==> src/rtl/led_scan_ctrl_if.sv <==
// Scan-controller signal bundle: run request in, AL422 read control,
// receiver control and HUB75 panel drive out.
interface led_scan_ctrl_if #(
    parameter int ROW_W = 4
);
    logic             enable;
    logic             fifo_rrst_n;
    logic             fifo_re_n;
    logic             rx_nrst;
    logic [5:0]       pwm_value;
    logic [ROW_W-1:0] row_addr;
    logic             led_lat;
    logic             led_oe_n;
    logic             busy;
    logic             frame_done;

    modport master (
        input  enable,
        output fifo_rrst_n,
        output fifo_re_n,
        output rx_nrst,
        output pwm_value,
        output row_addr,
        output led_lat,
        output led_oe_n,
        output busy,
        output frame_done
    );

    modport slave (
        output enable,
        input  fifo_rrst_n,
        input  fifo_re_n,
        input  rx_nrst,
        input  pwm_value,
        input  row_addr,
        input  led_lat,
        input  led_oe_n,
        input  busy,
        input  frame_done
    );
endinterface

==> src/rtl/led_scan_ctrl.sv <==
// HUB75 scan sequencer: re-reads the AL422 frame once per PWM pass, one line
// at a time, and drives row address, latch and output-enable for the panel.
module led_scan_ctrl #(
    parameter int PIXELS    = 64,
    parameter int ROWS      = 16,
    parameter int ROW_W     = 4,
    parameter int RRST_CYC  = 2,
    parameter int BLANK_CYC = 4
) (
    input  logic            in_clk,
    input  logic            in_rst,
    led_scan_ctrl_if.master scan
);

    localparam int SHIFT_CYC = 2 * PIXELS + 2;
    localparam int CNT_MAX0  = (SHIFT_CYC > RRST_CYC) ? SHIFT_CYC : RRST_CYC;
    localparam int CNT_MAX   = (CNT_MAX0 > BLANK_CYC) ? CNT_MAX0 : BLANK_CYC;
    localparam int CNT_W     = $clog2(CNT_MAX + 1);

    localparam logic [CNT_W-1:0] CNT_ZERO   = {CNT_W{1'b0}};
    localparam logic [CNT_W-1:0] CNT_ONE    = CNT_W'(1);
    localparam logic [CNT_W-1:0] RRST_LAST  = CNT_W'(RRST_CYC - 1);
    localparam logic [CNT_W-1:0] SHIFT_LAST = CNT_W'(SHIFT_CYC - 1);
    localparam logic [CNT_W-1:0] READ_END   = CNT_W'(2 * PIXELS);
    localparam logic [CNT_W-1:0] BLANK_LAST = CNT_W'(BLANK_CYC - 1);
    localparam logic [ROW_W-1:0] LINE_ZERO  = {ROW_W{1'b0}};
    localparam logic [ROW_W-1:0] LINE_ONE   = ROW_W'(1);
    localparam logic [ROW_W-1:0] LINE_LAST  = ROW_W'(ROWS - 1);
    localparam logic [5:0]       PWM_LAST   = 6'd63;

    typedef enum logic [2:0] {
        ST_IDLE  = 3'd0,
        ST_FRST  = 3'd1,
        ST_SYNC  = 3'd2,
        ST_SHIFT = 3'd3,
        ST_BLK0  = 3'd4,
        ST_LAT   = 3'd5,
        ST_BLK1  = 3'd6
    } state_t;

    state_t           state_r;
    state_t           state_s;
    logic [CNT_W-1:0] cnt_r;
    logic [CNT_W-1:0] cnt_s;
    logic [ROW_W-1:0] line_r;
    logic [ROW_W-1:0] line_s;
    logic [5:0]       pwm_r;
    logic [5:0]       pwm_s;
    logic             lit_r;
    logic             lit_s;
    logic             frame_end_s;

    logic             rrst_n_r;
    logic             re_n_r;
    logic             rx_nrst_r;
    logic [ROW_W-1:0] row_r;
    logic             lat_r;
    logic             oe_n_r;
    logic             busy_r;
    logic             frame_done_r;

    // Next-state and counter update; END is folded into the last BLK1 cycle.
    always_comb begin
        state_s     = state_r;
        cnt_s       = cnt_r;
        line_s      = line_r;
        pwm_s       = pwm_r;
        lit_s       = lit_r;
        frame_end_s = 1'b0;
        case (state_r)
            ST_IDLE: begin
                lit_s = 1'b0;
                if (scan.enable) begin
                    state_s = ST_FRST;
                    cnt_s   = CNT_ZERO;
                end else begin
                    state_s = ST_IDLE;
                end
            end
            ST_FRST: begin
                if (cnt_r == RRST_LAST) begin
                    state_s = ST_SYNC;
                    cnt_s   = CNT_ZERO;
                end else begin
                    cnt_s = cnt_r + CNT_ONE;
                end
            end
            ST_SYNC: begin
                state_s = ST_SHIFT;
                cnt_s   = CNT_ZERO;
            end
            ST_SHIFT: begin
                if (cnt_r == SHIFT_LAST) begin
                    state_s = ST_BLK0;
                    cnt_s   = CNT_ZERO;
                end else begin
                    cnt_s = cnt_r + CNT_ONE;
                end
            end
            ST_BLK0: begin
                state_s = ST_LAT;
            end
            ST_LAT: begin
                state_s = ST_BLK1;
                cnt_s   = CNT_ZERO;
                lit_s   = 1'b1;
            end
            ST_BLK1: begin
                if (cnt_r == BLANK_LAST) begin
                    cnt_s = CNT_ZERO;
                    if (line_r != LINE_LAST) begin
                        line_s  = line_r + LINE_ONE;
                        state_s = ST_SYNC;
                    end else if (pwm_r != PWM_LAST) begin
                        line_s  = LINE_ZERO;
                        pwm_s   = pwm_r + 6'd1;
                        state_s = ST_FRST;
                    end else begin
                        line_s      = LINE_ZERO;
                        pwm_s       = 6'd0;
                        frame_end_s = 1'b1;
                        state_s     = scan.enable ? ST_FRST : ST_IDLE;
                    end
                end else begin
                    cnt_s = cnt_r + CNT_ONE;
                end
            end
            default: begin
                state_s = ST_IDLE;
                cnt_s   = CNT_ZERO;
                line_s  = LINE_ZERO;
                pwm_s   = 6'd0;
                lit_s   = 1'b0;
            end
        endcase
    end

    // State register plus outputs decoded from the next state, so each output
    // already shows its state's value in the first cycle of that state.
    always_ff @(posedge in_clk) begin
        if (in_rst) begin
            state_r      <= ST_IDLE;
            cnt_r        <= CNT_ZERO;
            line_r       <= LINE_ZERO;
            pwm_r        <= 6'd0;
            lit_r        <= 1'b0;
            rrst_n_r     <= 1'b1;
            re_n_r       <= 1'b1;
            rx_nrst_r    <= 1'b0;
            row_r        <= LINE_ZERO;
            lat_r        <= 1'b0;
            oe_n_r       <= 1'b1;
            busy_r       <= 1'b0;
            frame_done_r <= 1'b0;
        end else begin
            state_r      <= state_s;
            cnt_r        <= cnt_s;
            line_r       <= line_s;
            pwm_r        <= pwm_s;
            lit_r        <= lit_s;
            rrst_n_r     <= (state_s != ST_FRST);
            re_n_r       <= ~((state_s == ST_SHIFT) && (cnt_s < READ_END));
            rx_nrst_r    <= ~((state_s == ST_IDLE) || (state_s == ST_FRST) ||
                              (state_s == ST_SYNC));
            lat_r        <= (state_s == ST_LAT);
            oe_n_r       <= ~(((state_s == ST_SYNC) || (state_s == ST_SHIFT)) && lit_s);
            busy_r       <= (state_s != ST_IDLE);
            frame_done_r <= frame_end_s;
            if (state_s == ST_LAT) begin
                row_r <= line_r;
            end else begin
                row_r <= row_r;
            end
        end
    end

    assign scan.fifo_rrst_n = rrst_n_r;
    assign scan.fifo_re_n   = re_n_r;
    assign scan.rx_nrst     = rx_nrst_r;
    assign scan.pwm_value   = pwm_r;
    assign scan.row_addr    = row_r;
    assign scan.led_lat     = lat_r;
    assign scan.led_oe_n    = oe_n_r;
    assign scan.busy        = busy_r;
    assign scan.frame_done  = frame_done_r;

endmodule
==> src/flat_wrapper.sv <==
// flat-port wrapper written by rule: the top's interface ports become plain ports
module led_scan_ctrl_flat 
#(
    parameter int PIXELS    = 64,
    parameter int ROWS      = 16,
    parameter int ROW_W     = 4,
    parameter int RRST_CYC  = 2,
    parameter int BLANK_CYC = 4
)
  (in_clk, in_rst, scan_enable, scan_fifo_rrst_n, scan_fifo_re_n, scan_rx_nrst, scan_pwm_value, scan_row_addr, scan_led_lat, scan_led_oe_n, scan_busy, scan_frame_done);
  led_scan_ctrl_if #(.ROW_W(ROW_W)) scan_i ();
  input  logic in_clk;
  input  logic in_rst;
  input wire logic [$bits(scan_i.enable)-1:0] scan_enable;
  output wire logic [$bits(scan_i.fifo_rrst_n)-1:0] scan_fifo_rrst_n;
  output wire logic [$bits(scan_i.fifo_re_n)-1:0] scan_fifo_re_n;
  output wire logic [$bits(scan_i.rx_nrst)-1:0] scan_rx_nrst;
  output wire logic [$bits(scan_i.pwm_value)-1:0] scan_pwm_value;
  output wire logic [$bits(scan_i.row_addr)-1:0] scan_row_addr;
  output wire logic [$bits(scan_i.led_lat)-1:0] scan_led_lat;
  output wire logic [$bits(scan_i.led_oe_n)-1:0] scan_led_oe_n;
  output wire logic [$bits(scan_i.busy)-1:0] scan_busy;
  output wire logic [$bits(scan_i.frame_done)-1:0] scan_frame_done;
  assign scan_i.enable = scan_enable;
  assign scan_fifo_rrst_n = scan_i.fifo_rrst_n;
  assign scan_fifo_re_n = scan_i.fifo_re_n;
  assign scan_rx_nrst = scan_i.rx_nrst;
  assign scan_pwm_value = scan_i.pwm_value;
  assign scan_row_addr = scan_i.row_addr;
  assign scan_led_lat = scan_i.led_lat;
  assign scan_led_oe_n = scan_i.led_oe_n;
  assign scan_busy = scan_i.busy;
  assign scan_frame_done = scan_i.frame_done;
  led_scan_ctrl #(.PIXELS(PIXELS), .ROWS(ROWS), .ROW_W(ROW_W), .RRST_CYC(RRST_CYC), .BLANK_CYC(BLANK_CYC)) u_core (.in_clk(in_clk), .in_rst(in_rst), .scan(scan_i));
endmodule
==> config.mk <==
export PLATFORM = sky130hd
export DESIGN_NAME = led_scan_ctrl_flat
export DESIGN_NICKNAME = d
export VERILOG_FILES = /design/src/rtl/led_scan_ctrl_if.sv /design/src/rtl/led_scan_ctrl.sv /design/src/flat_wrapper.sv
export SDC_FILE = /design/constraint.sdc
export NUM_CORES = 1
export LEC_CHECK = 0
export CORE_MARGIN = 2
export CORE_UTILIZATION = 52
export DETAILED_ROUTE_END_ITERATION = 12
export PLACE_DENSITY = 0.75
export SYNTH_ARGS = -nofsm -noshare
export SYNTH_HDL_FRONTEND = slang
export SYNTH_SLANG_ARGS = --single-unit
==> constraint.sdc <==
create_clock -name in_clk -period 4.5 [get_ports in_clk]
set_input_delay 0.9 -clock in_clk [delete_from_list [all_inputs] [get_ports in_clk]]
set_output_delay 0.9 -clock in_clk [all_outputs]
set_load 0.01 [all_outputs]
# Word-level counts from Yosys, hierarchy flattened
# Index checks and enable logic that the tools add are counted.
[word_totals]
wordCells = 75
reg_bits = 33
in_bits = 3
output_inout_bits = 17
memories = 0
rom_bits = 0
latchBits = 0
mem_bits_rw = 0
[classes]
mul = 0
bitwise_logic = 6
n_lt_le_gt_ge = 1
reduce_logical = 13
shift = 0
n_eq_ne = 18
div_mod_pow = 0
n_addsub = 3
muxes = 21
[ops]
columns = ["cell", "n"]
rows = [
  ["$pmux W8 S5", 1],
  ["$mux W8", 4],
  ["$pmux W3 S7", 1],
  ["$mux W6", 3],
  ["$mux W3", 5],
  ["$eq A3 B2 Y1 const B", 4],
  ["$eq A3 B3 Y1 const B", 4],
  ["$pmux W6 S2", 1],
  ["$add A8 B1 Y8 const B", 1],
  ["$eq A8 B1 Y1 const B", 1],
  ["$eq A8 B2 Y1 const B", 1],
  ["$eq A8 B8 Y1 const B", 1],
  ["$lt A8 B8 Y1 const B", 1],
  ["$mux W4", 2],
  ["$pmux W4 S2", 1],
  ["$add A6 B1 Y6 const B", 1],
  ["$eq A3 B1 Y1 const B", 2],
  ["$logic_not A3 Y1", 2],
  ["$ne A6 B6 Y1 const B", 1],
  ["$not A1 Y1", 6],
  ["$reduce_or A6 Y1", 1],
  ["$reduce_or A5 Y1", 1],
  ["$add A4 B1 Y4 const B", 1],
  ["$ne A4 B4 Y1 const B", 1],
  ["11 further kinds", 15],
]

# Logic depth before layout (Yosys ltp)
[logic_depth]
word_depth = 9
ltp_mapped = 8
ltp_nobuf = 8

# Least setup slack after synthesis
# OpenSTA, ideal clock, no wires.
[synth_timing]
path_kind = "flip-flop to flip-flop"
from = "register u_core.cnt_r[0]"
to = "register u_core.rrst_n_r (netlist: u_core.scan.fifo_rrst_n)"
path_buffers = 0
arrival_time_ns = 1.870
required_ns = 4.366
path_slack_ns = 2.496
stages_incl_launch_ff = 7
cell_sequence = "dfxtp_1 > ha_1 > nor3b_1 > nand4_1 > o21ba_1 > a21oi_1 > or4b_1"
[synth_between]
elab_chain_cells = 4
elab_cells_between_ends = 8
classes_between = "eq/ne (4); mux (4)"
[synth_rtl]
columns = ["item", "line", "rtl"]
rows = [
  ["start: declaration", "led_scan_ctrl.sv:43", "logic [CNT_W-1:0] cnt_r;"],
  ["start signal: assignment", "led_scan_ctrl.sv:157", "cnt_r <= cnt_s;"],
  ["$eq A8 B2 Y1 (tied with other cells)", "led_scan_ctrl.sv:109", "if (cnt_r == BLANK_LAST) begin"],
  ["$mux W3, on equally long branches", "led_scan_ctrl.sv:109, led_scan_ctrl.sv:81, led_scan_ctrl.sv:93", ""],
  ["$pmux W3 S7 *", "led_scan_ctrl.sv:70", "case (state_r)"],
  ["$ne A3 B1 Y1 *", "led_scan_ctrl.sv:161", "rrst_n_r <= (state_s != ST_FRST);"],
  ["end signal: assignment", "led_scan_ctrl.sv:161", ""],
  ["end: declaration", "led_scan_ctrl.sv:53", "logic rrst_n_r;"],
]
# Every way passes the cells marked *; elsewhere a longest branch is shown, timed or not.
# A chain may end at the register's enable or synchronous reset.

# Worst setup path in the final report
# Ends and elaborated chain as after synthesis.

==> flow_metrics.py <==
metrics = {
    "routing": {
        "drt-initial-drc-count": 54,
        "route.detailed.drc": 0,
        "wl_per_cell_um": 13.2,
        "routed_wirelength_um": 3110,
        "vias_per_cell": 5.79,
        "ant_nets": 0,
        "vias": 1361,
        "firstDrtPassIters": 5,
    },
    "timing": {
        "holdWs_ns": 0.460,
        "finalHoldViolCount": 0,
        "slew_violations": 0,
        "slew_headroom_pct": 49.7,
        "tns_ns": 0,
        "setup_viol": 0,
        "period_needed_ns": 2.39,
        "worst_pin_slew_ns": 0.752,
        "rsz0062_at_grt": "false",
        "fin_skew_ns": 0.0159,
        "timing.fmax_mhz": 418,
        "fin_crit_sh_pct": 53.1,
    },
    "grt": {
        "overflow": 0,
        "antenna_found_initial": 0,
        "grt_max_degree": 23,
        "grt.total_usage_pct": 19.4,
        "grt_pass1_vias": 1210,
        "grt_pass1_wl_um": 5240,
    },
    "floorplanning": {
        "dieArea_um2": 3580,
        "core_um2": 3000,
        "die_w_um": 59.9,
        "die_h_um": 59.9,
        "start_util_pct": 54.0,
        "io_pins": 20,
        "rows": 20,
    },
    "worst_setup_path": {
        "cp.required_ns": 4.71,
        "crit_path_top_delay_cell": "or4b_1",
        "crit_family": "simple AND/OR/NAND/NOR gates",
        "slowest_delay_ns": 0.51,
        "cp.arrival_ns": 2.60,
        "timing.critical_path.buf_inv": 0,
        "crit_path_end_kind": "flop",
        "critPathMaxFanout": 5,
        "path_cells": "ha_1 > nor3b_1 > nand4_1 > o21ba_1 > a21oi_1 > or4b_1",
        "critical_path_class": "reg -> reg",
        "crit_path_start_kind": "flop",
    },
    "synth": {
        "ys_top_cells_by_count": "dfxtp_1 (33), nor2_1 (27)",
        "synth_area_um2": 1620,
        "ys_warn_count": 0,
        "yosysMostFrequentCell": "dfxtp_1",
        "synth_edf_count": 0,
        "ys_types": 50,
        "synth_nets": 190,
        "synthArstFlopShare_pct": 0,
        "synth_seq_area_share_pct": 40.7,
        "synth_top_cell_by_area": "dfxtp_1",
        "synthTopCellsByArea": "dfxtp_1 (41%), nor2_1 (6.2%), xor2_1 (4.9%)",
        "ys_ff_latch": 33,
        "synth_top_cell_area_share_pct": 40.7,
        "syn_area_per_cell_um2": 8.87,
        "synth_ff_type": "dfxtp_1",
        "synthCells": 183,
    },
    "cells_and_area": {
        "syn2layout_area_growth_pct": 15.1,
        "antennaDiodeCount": 0,
        "drive_above_1_share_pct": 8.91,
        "nets": 208,
        "fin_util_pct": 62.2,
    },
    "worst_hold_path": {
        "min_path_type": "reg -> reg",
    },
    "placement": {
        "hpwl_um": 2230,
        "port_buffers": 19,
        "routabilityCongestion": 0.790,
    },
    "clocking": {
        "cts_buffer_depth": 2,
        "htree_levels": 2,
        "clock_sinks": 33,
        "hold_buffers": 0,
        "root_buffer": "clkbuf_4",
        "tritoncts": "built",
        "cts_buffers": 5,
        "post-cts-setup-buffers": 0,
        "cts.clk_slew.worst_paths_ns": 0.09,
        "post_cts.resized_instances": 0,
        "clk_latency_ns": 0.34,
    },
    "job": {
        "maxCapViolations": 0,
    },
    "pwr": {
        "peakVddDrop_v": 0.000165,
        "total_leakage_power_nw": 0.715,
        "p_per_area_nw_per_um2": 302,
    },
    "outcome": {
        "outcome": "completed",
    },
}
final timing paths:
check                                       startpoint                                   end  slack, ns  cells past startpoint
setup / recovery          u_core.cnt_r[0]$_SDFFE_PP0P_    u_core.scan.fifo_rrst_n$_SDFF_PP1_       2.11                      6
hold / removal    u_core.scan.row_addr[1]$_SDFFE_PP0P_  u_core.scan.row_addr[1]$_SDFFE_PP0P_       0.46                      2
setup reg to reg          u_core.cnt_r[0]$_SDFFE_PP0P_    u_core.scan.fifo_rrst_n$_SDFF_PP1_       2.11                      6
hold reg to reg   u_core.scan.row_addr[1]$_SDFFE_PP0P_  u_core.scan.row_addr[1]$_SDFFE_PP0P_       0.46                      2
stage by stage:
step | setup WS [ns] | area, µm² | cells | total power, mW
3_5_place_dp | 1.93 | 1800 | 227 | 0.382
3_3_place_gp | 1.95 | 1800 | 227 | 0.381
2_1_floorplan | 2.50 | 1620 | 183 | 0.364
6_report | 2.11 | 1870 | 235 | 0.565
5_1_grt | 1.88 | 1870 | 235 | 0.593
4_1_cts | 2.11 | 1870 | 235 | 0.570
cells by family after synthesis:
family / synth area share [%]
adder cells (fa/ha/maj): 3.08
AND/OR/NAND/NOR: 28.4
AO/OA/AOI/OAI: 15.8
XOR/XNOR: 5.94
multiplexers: 1.23
flip-flops: 40.7
buffers and inverters: 4.86
report_power, final:
part / internal (mW) / total [mW] / leakage, nW / switching (mW)
Clock: 0.0905 / 0.188 / 0.0413 / 0.0979
Sequential: 0.301 / 0.311 / 0.268 / 0.0102
Combinational: 0.0294 / 0.0650 / 0.406 / 0.0356
Total: 0.421 / 0.565 / 0.715 / 0.144
placed cells by master, fill, tap and decap left out, types with 3 or more instances in the layout:
| cell | instances |
|---|---|
| ha_1 | 4 |
| xor2_1 | 9 |
| nand2_1 | 9 |
| inv_1 | 6 |
| nor3_1 | 4 |
| clkdlybuf4s50_1 | 19 |
| o21ai_0 | 3 |
| a21boi_0 | 3 |
| nand3_1 | 9 |
| and2_1 | 4 |
| a21oi_1 | 8 |
| dfxtp_1 | 33 |
| clkbuf_4 | 5 |
| nand4_1 | 9 |
| and3_1 | 3 |
| nor2_1 | 27 |
state kept, by name, summed over array words and instances (netlist names), 3 cells and up:
register               cells
u_core.scan.pwm_value      6
u_core.line_r              4
u_core.cnt_r               8
u_core.state_r             3
u_core.scan.row_addr       4
routing by layer:
metal | vias to the layer above | wire [µm] | part of all wire [%] | track usage, %
li1 | 688 | - | - | -
met1 | 630 | 1450 | 47 | 24.4
met2 | 37 | 1430 | 46 | 30.4
met3 | 6 | 183 | 5.9 | 7.58
met4 | 0 | 44 | 1.4 | 6.35
met5 | - | 0 | 0 | 0
worst reg2reg max path: cells and delay by family (launching register included):
family,cells,cell delay [ns]
compound gates,2,0.40
simple gates,3,1.21
flops,1,0.42
fa+ha+maj,1,0.25
final cells by class:
cell class / instances / area, µm²
timing repair buffer: 19 / 190
fill: 272 / 1130
multi-input combinational: 136 / 883
tap: 33 / 41.3
clock inverter: 1 / 5.00
inverter: 6 / 22.5
clock buffer: 7 / 65.1
sequential: 33 / 661
Power figures use the tool's default switching activity.
